### src/rtl/uart_pkg.sv
// Shared UART definitions: FSM state encoding, frame-length width and the
// word-length clamp used when a frame starts.
package uart_pkg;

    localparam int unsigned BITS_W = 6;

    typedef enum logic [2:0] {
        ST_IDLE  = 3'd0,
        ST_START = 3'd1,
        ST_DATA  = 3'd2,
        ST_STOP  = 3'd3,
        ST_BREAK = 3'd4,
        ST_DONE  = 3'd5
    } uart_state_t;

    // Zero or oversize lengths fall back to the full word.
    function automatic logic [BITS_W-1:0] clamp_bits(input logic [BITS_W-1:0] bits,
                                                     input int unsigned max_bits);
        if (bits == '0 || 32'(bits) > max_bits) begin
            return BITS_W'(max_bits);
        end
        return bits;
    endfunction

endpackage

### src/rtl/uart_rx_if.sv
// Receiver-side UART bundle: serial line and word length in, word and status out.
interface uart_rx_if import uart_pkg::*; #(
    parameter int unsigned MAX_WORD_SIZE = 8
);
    logic                     rx;
    logic [BITS_W-1:0]        rx_bits;
    logic [MAX_WORD_SIZE-1:0] dout;
    logic                     rx_done;
    logic                     frame_err;
    logic                     rx_busy;

    modport master (output rx, rx_bits, input dout, rx_done, frame_err, rx_busy);
    modport slave  (input rx, rx_bits, output dout, rx_done, frame_err, rx_busy);
endinterface

### src/rtl/uart_sync.sv
// Multi-flop synchronizer for asynchronous lines that idle high.
module uart_sync #(
    parameter int unsigned STAGES = 2
) (
    input  logic clk,
    input  logic rst_n,
    input  logic d,
    output logic q
);
    logic [STAGES-1:0] ff;

    always_ff @(posedge clk) begin
        if (!rst_n) begin
            ff <= '1;
        end else begin
            ff <= {ff[STAGES-2:0], d};
        end
    end

    assign q = ff[STAGES-1];
endmodule

### src/rtl/uart_rx.sv
// UART receiver: start/data/stop framing with mid-bit sampling, break
// handling and one-cycle done / framing-error strobes.
module uart_rx import uart_pkg::*; #(
    parameter int unsigned MAX_WORD_SIZE = 8,
    parameter int unsigned CLKS_PER_BIT  = 1,
    parameter int unsigned SYNC_STAGES   = 2
) (
    input  logic        clk,
    input  logic        rst_n,
    uart_rx_if.slave    bus
);
    localparam int unsigned CNT_W = (CLKS_PER_BIT > 1) ? $clog2(CLKS_PER_BIT) : 1;
    localparam logic [CNT_W-1:0] SAMPLE_CNT = CNT_W'((CLKS_PER_BIT - 1) / 2);
    localparam logic [CNT_W-1:0] LAST_CNT   = CNT_W'(CLKS_PER_BIT - 1);

    logic rx_s;

    uart_sync #(.STAGES(SYNC_STAGES)) u_sync (
        .clk   (clk),
        .rst_n (rst_n),
        .d     (bus.rx),
        .q     (rx_s)
    );

    uart_state_t              state, state_nx;
    logic [CNT_W-1:0]         cnt, cnt_nx;
    logic [BITS_W-1:0]        idx, idx_nx;
    logic [BITS_W-1:0]        nbits, nbits_nx;
    logic [MAX_WORD_SIZE-1:0] shreg, shreg_nx;
    logic [MAX_WORD_SIZE-1:0] dout, dout_nx;
    logic                     rx_done, rx_done_nx;
    logic                     frame_err, frame_err_nx;
    logic                     rx_busy, rx_busy_nx;
    logic                     sample_pt;
    logic                     last_bit;

    assign sample_pt = (cnt == SAMPLE_CNT);
    assign last_bit  = (idx == nbits - BITS_W'(1));

    always_ff @(posedge clk) begin
        if (!rst_n) begin
            state <= ST_IDLE;
        end else begin
            state <= state_nx;
        end
    end

    // With one clk per bit the detection cycle doubles as the start sample.
    always_comb begin
        state_nx = state;
        case (state)
            ST_IDLE:  if (!rx_s)     state_nx = (CLKS_PER_BIT == 1) ? ST_DATA : ST_START;
            ST_START: if (sample_pt) state_nx = rx_s ? ST_IDLE : ST_DATA;
            ST_DATA:  if (sample_pt && last_bit) state_nx = ST_STOP;
            ST_STOP:  if (sample_pt) state_nx = rx_s ? ST_IDLE : ST_BREAK;
            ST_BREAK: if (rx_s)      state_nx = ST_IDLE;
            default:                 state_nx = ST_IDLE;
        endcase
    end

    always_comb begin
        cnt_nx       = (cnt == LAST_CNT) ? '0 : cnt + CNT_W'(1);
        idx_nx       = idx;
        nbits_nx     = nbits;
        shreg_nx     = shreg;
        dout_nx      = dout;
        rx_done_nx   = 1'b0;
        frame_err_nx = 1'b0;
        rx_busy_nx   = (state_nx != ST_IDLE);
        case (state)
            ST_IDLE: begin
                cnt_nx = '0;
                idx_nx = '0;
                if (!rx_s) begin
                    nbits_nx = clamp_bits(bus.rx_bits, MAX_WORD_SIZE);
                    shreg_nx = '0;
                end
            end
            ST_DATA: begin
                if (sample_pt) begin
                    shreg_nx = shreg | (MAX_WORD_SIZE'(rx_s) << idx);
                    idx_nx   = idx + BITS_W'(1);
                end
            end
            ST_STOP: begin
                if (sample_pt) begin
                    if (rx_s) begin
                        dout_nx    = shreg;
                        rx_done_nx = 1'b1;
                    end else begin
                        frame_err_nx = 1'b1;
                    end
                end
            end
            ST_BREAK: cnt_nx = '0;
            default: ;
        endcase
    end

    always_ff @(posedge clk) begin
        if (!rst_n) begin
            cnt       <= '0;
            idx       <= '0;
            nbits     <= '0;
            shreg     <= '0;
            dout      <= '0;
            rx_done   <= 1'b0;
            frame_err <= 1'b0;
            rx_busy   <= 1'b0;
        end else begin
            cnt       <= cnt_nx;
            idx       <= idx_nx;
            nbits     <= nbits_nx;
            shreg     <= shreg_nx;
            dout      <= dout_nx;
            rx_done   <= rx_done_nx;
            frame_err <= frame_err_nx;
            rx_busy   <= rx_busy_nx;
        end
    end

    assign bus.dout      = dout;
    assign bus.rx_done   = rx_done;
    assign bus.frame_err = frame_err;
    assign bus.rx_busy   = rx_busy;
endmodule

### src/flat_wrapper.sv
// flat-port wrapper written by rule: the top's interface ports become plain ports
module uart_rx_flat import uart_pkg::*;
#(
    parameter int unsigned MAX_WORD_SIZE = 8,
    parameter int unsigned CLKS_PER_BIT  = 1,
    parameter int unsigned SYNC_STAGES   = 2
)
  (clk, rst_n, bus_rx, bus_rx_bits, bus_dout, bus_rx_done, bus_frame_err, bus_rx_busy);
  uart_rx_if #(.MAX_WORD_SIZE(MAX_WORD_SIZE)) bus_i ();
  input  logic clk;
  input  logic rst_n;
  input wire logic [$bits(bus_i.rx)-1:0] bus_rx;
  input wire logic [$bits(bus_i.rx_bits)-1:0] bus_rx_bits;
  output wire logic [$bits(bus_i.dout)-1:0] bus_dout;
  output wire logic [$bits(bus_i.rx_done)-1:0] bus_rx_done;
  output wire logic [$bits(bus_i.frame_err)-1:0] bus_frame_err;
  output wire logic [$bits(bus_i.rx_busy)-1:0] bus_rx_busy;
  assign bus_i.rx = bus_rx;
  assign bus_i.rx_bits = bus_rx_bits;
  assign bus_dout = bus_i.dout;
  assign bus_rx_done = bus_i.rx_done;
  assign bus_frame_err = bus_i.frame_err;
  assign bus_rx_busy = bus_i.rx_busy;
  uart_rx #(.MAX_WORD_SIZE(MAX_WORD_SIZE), .CLKS_PER_BIT(CLKS_PER_BIT), .SYNC_STAGES(SYNC_STAGES)) u_core (.clk(clk), .rst_n(rst_n), .bus(bus_i));
endmodule
### config.mk
export PLATFORM = sky130hd
export DESIGN_NAME = uart_rx_flat
export DESIGN_NICKNAME = d
export VERILOG_FILES = /design/src/rtl/uart_pkg.sv /design/src/rtl/uart_rx_if.sv /design/src/rtl/uart_sync.sv /design/src/rtl/uart_rx.sv /design/src/flat_wrapper.sv
export SDC_FILE = /design/constraint.sdc
export NUM_CORES = 1
export LEC_CHECK = 0
export BUFFER_PORTS_ARGS = -buffer_cell sky130_fd_sc_hd__buf_2
export CORE_MARGIN = 5
export CORE_UTILIZATION = 43
export CTS_BUF_LIST = sky130_fd_sc_hd__clkbuf_8 sky130_fd_sc_hd__clkbuf_16
export DETAILED_ROUTE_END_ITERATION = 16
export PLACE_DENSITY = 0.62
export RECOVER_POWER = 25
export SLEW_MARGIN = 20
export SYNTH_ARGS = -nofsm -noshare
export SYNTH_HDL_FRONTEND = slang
export SYNTH_SLANG_ARGS = --single-unit
### constraint.sdc
create_clock -name clk -period 1.8 [get_ports clk]
set_clock_uncertainty 0.1 [all_clocks]
set_input_delay 0.54 -clock clk [delete_from_list [all_inputs] [get_ports clk]]
set_output_delay 0.54 -clock clk [all_outputs]
set_load 0.005 [all_outputs]
==> impl_metrics.csv <==
group,metric,value,unit
clock_tree,cts_resized,0,
synth,yosys_warnings,0,
finish,nets,208,
setup_path,required,1.91,ns
global_routing,grt_pass1_wl,5.32,mm
finish,fillers,354,
clock_tree,cts_tree,"done",
synth,netlist_area,1570,sq um
pwr,max-vdd-ir-drop,0.551,mV
clock_tree,clk_pin_slew,0.07,ns
route,dr_total_vias,1262,
synth,synth_enable_flop_cells,0,
floorplan,initial_core_util,0.436,
clock_tree,cts_hold_buf,0,
clock_tree,cts_root_buf,"clkbuf_8",
setup_path,r2r-start,"u_core.state[1]",
sta,setup_tns,0,ns
route,drt-pass1-iter-count,4,
route,wl_per_cell,12.7,um
setup_path,cp-end-kind,"flip-flop",
placement,portBuffers,19,
setup_path,worstSetupStartpoint,"u_core.state[1]",
pwr,p_per_area,892,nW/um^2
global_routing,overflow,0,
placement,detailed_place_hpwl,2.40,mm
floorplan,die_h,70.5,um
floorplan,dieArea,4970,sq um
global_routing,track_usage,0.137,
setup_path,max_stage_delay,0.39,ns
global_routing,grt_pass1_vias,1200,
route,ant_nets,0,
floorplan,core-area,3610,sq um
finish,regArea,742,sq um
clock_tree,cts_buffers,5,
synth,synth_area_leader_cell,"dfxtp_1",
finish,drive_gt1_frac,0.192,
synth,ys_seq_elements,37,
placement,place_ws,0.0743,ns
min_path,worstHoldStart,"u_core.u_sync.ff[0]",
setup_path,cp.arrival,1.79,ns
sta,layout_setup_ws,0.115,ns
sta,setup_viol,0,
run,drv_cap,0,
setup_path,worstPathCellList,"a211oi_2, nand4_1, or3_1, a21oi_1",
sta,slew_violations,0,
sta,post-route-period-util,0.936,
synth,synthCells,173,
clock_tree,postCtsSetupRepairBufs,0,
global_routing,grt_max_degree,12,
sta,hold_violations,0,
setup_path,crit_type,"flip-flop to flip-flop",
synth,async_flop_share,0,
synth,ys_types,44,
clock_tree,cts_max_level,2,
pwr,power.leakage,0.787,nW
finish,antennaDiodeCount,0,
floorplan,pin_count,20,
floorplan,row_count,22,
synth,synth_ff_type,"dfxtp_1",
floorplan,fp.dieW,70.5,um
sta,clock.fmax,0.594,GHz
sta,period_minus_slack,1.68,ns
synth,yosys.area.top_type_share,0.471,
synth,synth_area_per_cell,9.09,sq um
route,viasPerCell,5.13,
finish,syn_to_final_growth,16.5,%
route,drt-total-wl,3.12,mm
global_routing,antenna_found_initial,0,
synth,syn_nets,184,
clock_tree,clock_latency,0.28,ns
route,drc,0,
setup_path,crit_path_max_fanout,9,
setup_path,cp-start-kind,"flip-flop",
route,drt_iter0_drc,55,
run_status,status,"completed",
synth,ys_top_cells_by_area,"dfxtp_1 (47%), nor2_1 (6.0%), mux2i_1 (5.7%), a21oi_1 (4.1%), xor2_1 (3.9%)",
min_path,hold_class,"flip-flop to flip-flop",
synth,seq_area_frac_synth,0.471,
clock_tree,clkSinkCount,37,
finish,multiInputGateArea,762,sq um
setup_path,cp_slowest_cell,"dfxtp_1",
sta,rsz0062_at_grt,"no",
placement,finalWeightedCongestion,0.780,
clock_tree,cts.path.max_buffers,2,
-- cell families (layout without fill, tap and decap cells) --
family / Yosys count / in the layout / synth area share
and+or+nand+nor: 68 / 68 / 0.227
xor gates and xnor gates: 9 / 9 / 0.0501
other: 1 / 1 / 0.00238
AOI/OAI and AO/OA: 34 / 34 / 0.132
DFF: 37 / 37 / 0.471
muxes: 9 / 9 / 0.0573
adders and majority gates: 2 / 2 / 0.0159
buffers and inverters: 13 / 38 / 0.0445
-- power by group --
part / switching (W) / internal, W
Combinational: 0.0000414 / 0.0000327
Sequential: 0.0000107 / 0.000828
Clock: 0.000277 / 0.000446
-- worst paths after layout --
| check | endpoint | slack (ns) | cells after the start |
|---|---|---|---|
| worst max-delay path | u_core.idx[5] | 0.12 | 4 |
| worst min-delay path | u_core.u_sync.ff[1] | 0.33 | 1 |
| worst max register to register | u_core.idx[5] | 0.12 | 4 |
| worst min register to register | u_core.u_sync.ff[1] | 0.33 | 1 |
-- worst max-delay path, delay by kind of cell (launching register included) --
family          cells  cell delay, ns
simple gates        2            0.61
flops               1            0.39
compound gates      2            0.51
-- cells in the mapped netlist, types with 2 or more instances --
cell type  number
dfxtp_1        37
nand2b_1        4
clkbuf_1        3
and3_1          2
buf_2           2
o21ai_0        11
nor3_1          7
nor2_1         25
nand2_1         7
inv_1           4
and2_1          2
ha_1            2
nor2_2          4
nor2b_1         3
xor2_1          7
xnor2_1         2
nand4_1         3
mux2i_1         9
a21oi_1        13
buf_6           2
-- final cells by class --
| type | count | share of cell area |
|---|---|---|
| clock buffer | 6 | 0.0451 |
| clock inverter | 2 | 0.0184 |
| inverter | 5 | 0.0102 |
| multi-input combinational | 123 | 0.416 |
| sequential | 37 | 0.405 |
| tap | 48 | 0.0328 |
| timing repair buffer | 25 | 0.0730 |
-- layout by cell type, fill, tap and decap left out, drive strengths merged, types with 4 or more instances in the layout --
master / Yosys / final
dfxtp: 37 / 37
nand2: 8 / 8
nor3: 7 / 7
clkbuf: 3 / 10
o21ai: 11 / 11
nand2b: 4 / 4
buf: 5 / 21
a21oi: 13 / 13
nor2: 29 / 29
mux2i: 9 / 9
inv: 5 / 6
xor2: 7 / 7
-- metal layers --
metal	up-vias	track usage	share of wire
li1	642	-	-
met1	595	0.154	0.44
met2	20	0.232	0.51
met3	5	0.0446	0.037
met4	0	0.0638	0.015
met5	-	0	0
-- per-stage QoR --
step / cells / hold WS, ns / power (W) / utilization / area (sq um)
4_1_cts: 246 / 0.328 / 0.00166 / 0.510 / 1840
5_1_grt: 246 / 0.346 / 0.00171 / 0.508 / 1830
2_1_floorplan: 173 / 0.286 / 0.000906 / - / 1570
3_3_place_gp: 238 / 0.298 / 0.000931 / 0.477 / 1720
3_5_place_dp: 238 / 0.320 / 0.000933 / 0.477 / 1720
6_report: 246 / 0.334 / 0.00164 / 0.508 / 1830
-- state kept, by name, summed over array words and instances (netlist names) --
name,flops
u_core.bus.dout,8
u_core.shreg,8
u_core.idx,6
u_core.nbits,6
u_core.state,3
u_core.u_sync.ff,2
u_core.bus.frame_err,1
u_core.bus.rx_busy,1
u_core.bus.rx_done,1
u_core.cnt,1
Power figures use the tool's default switching activity.
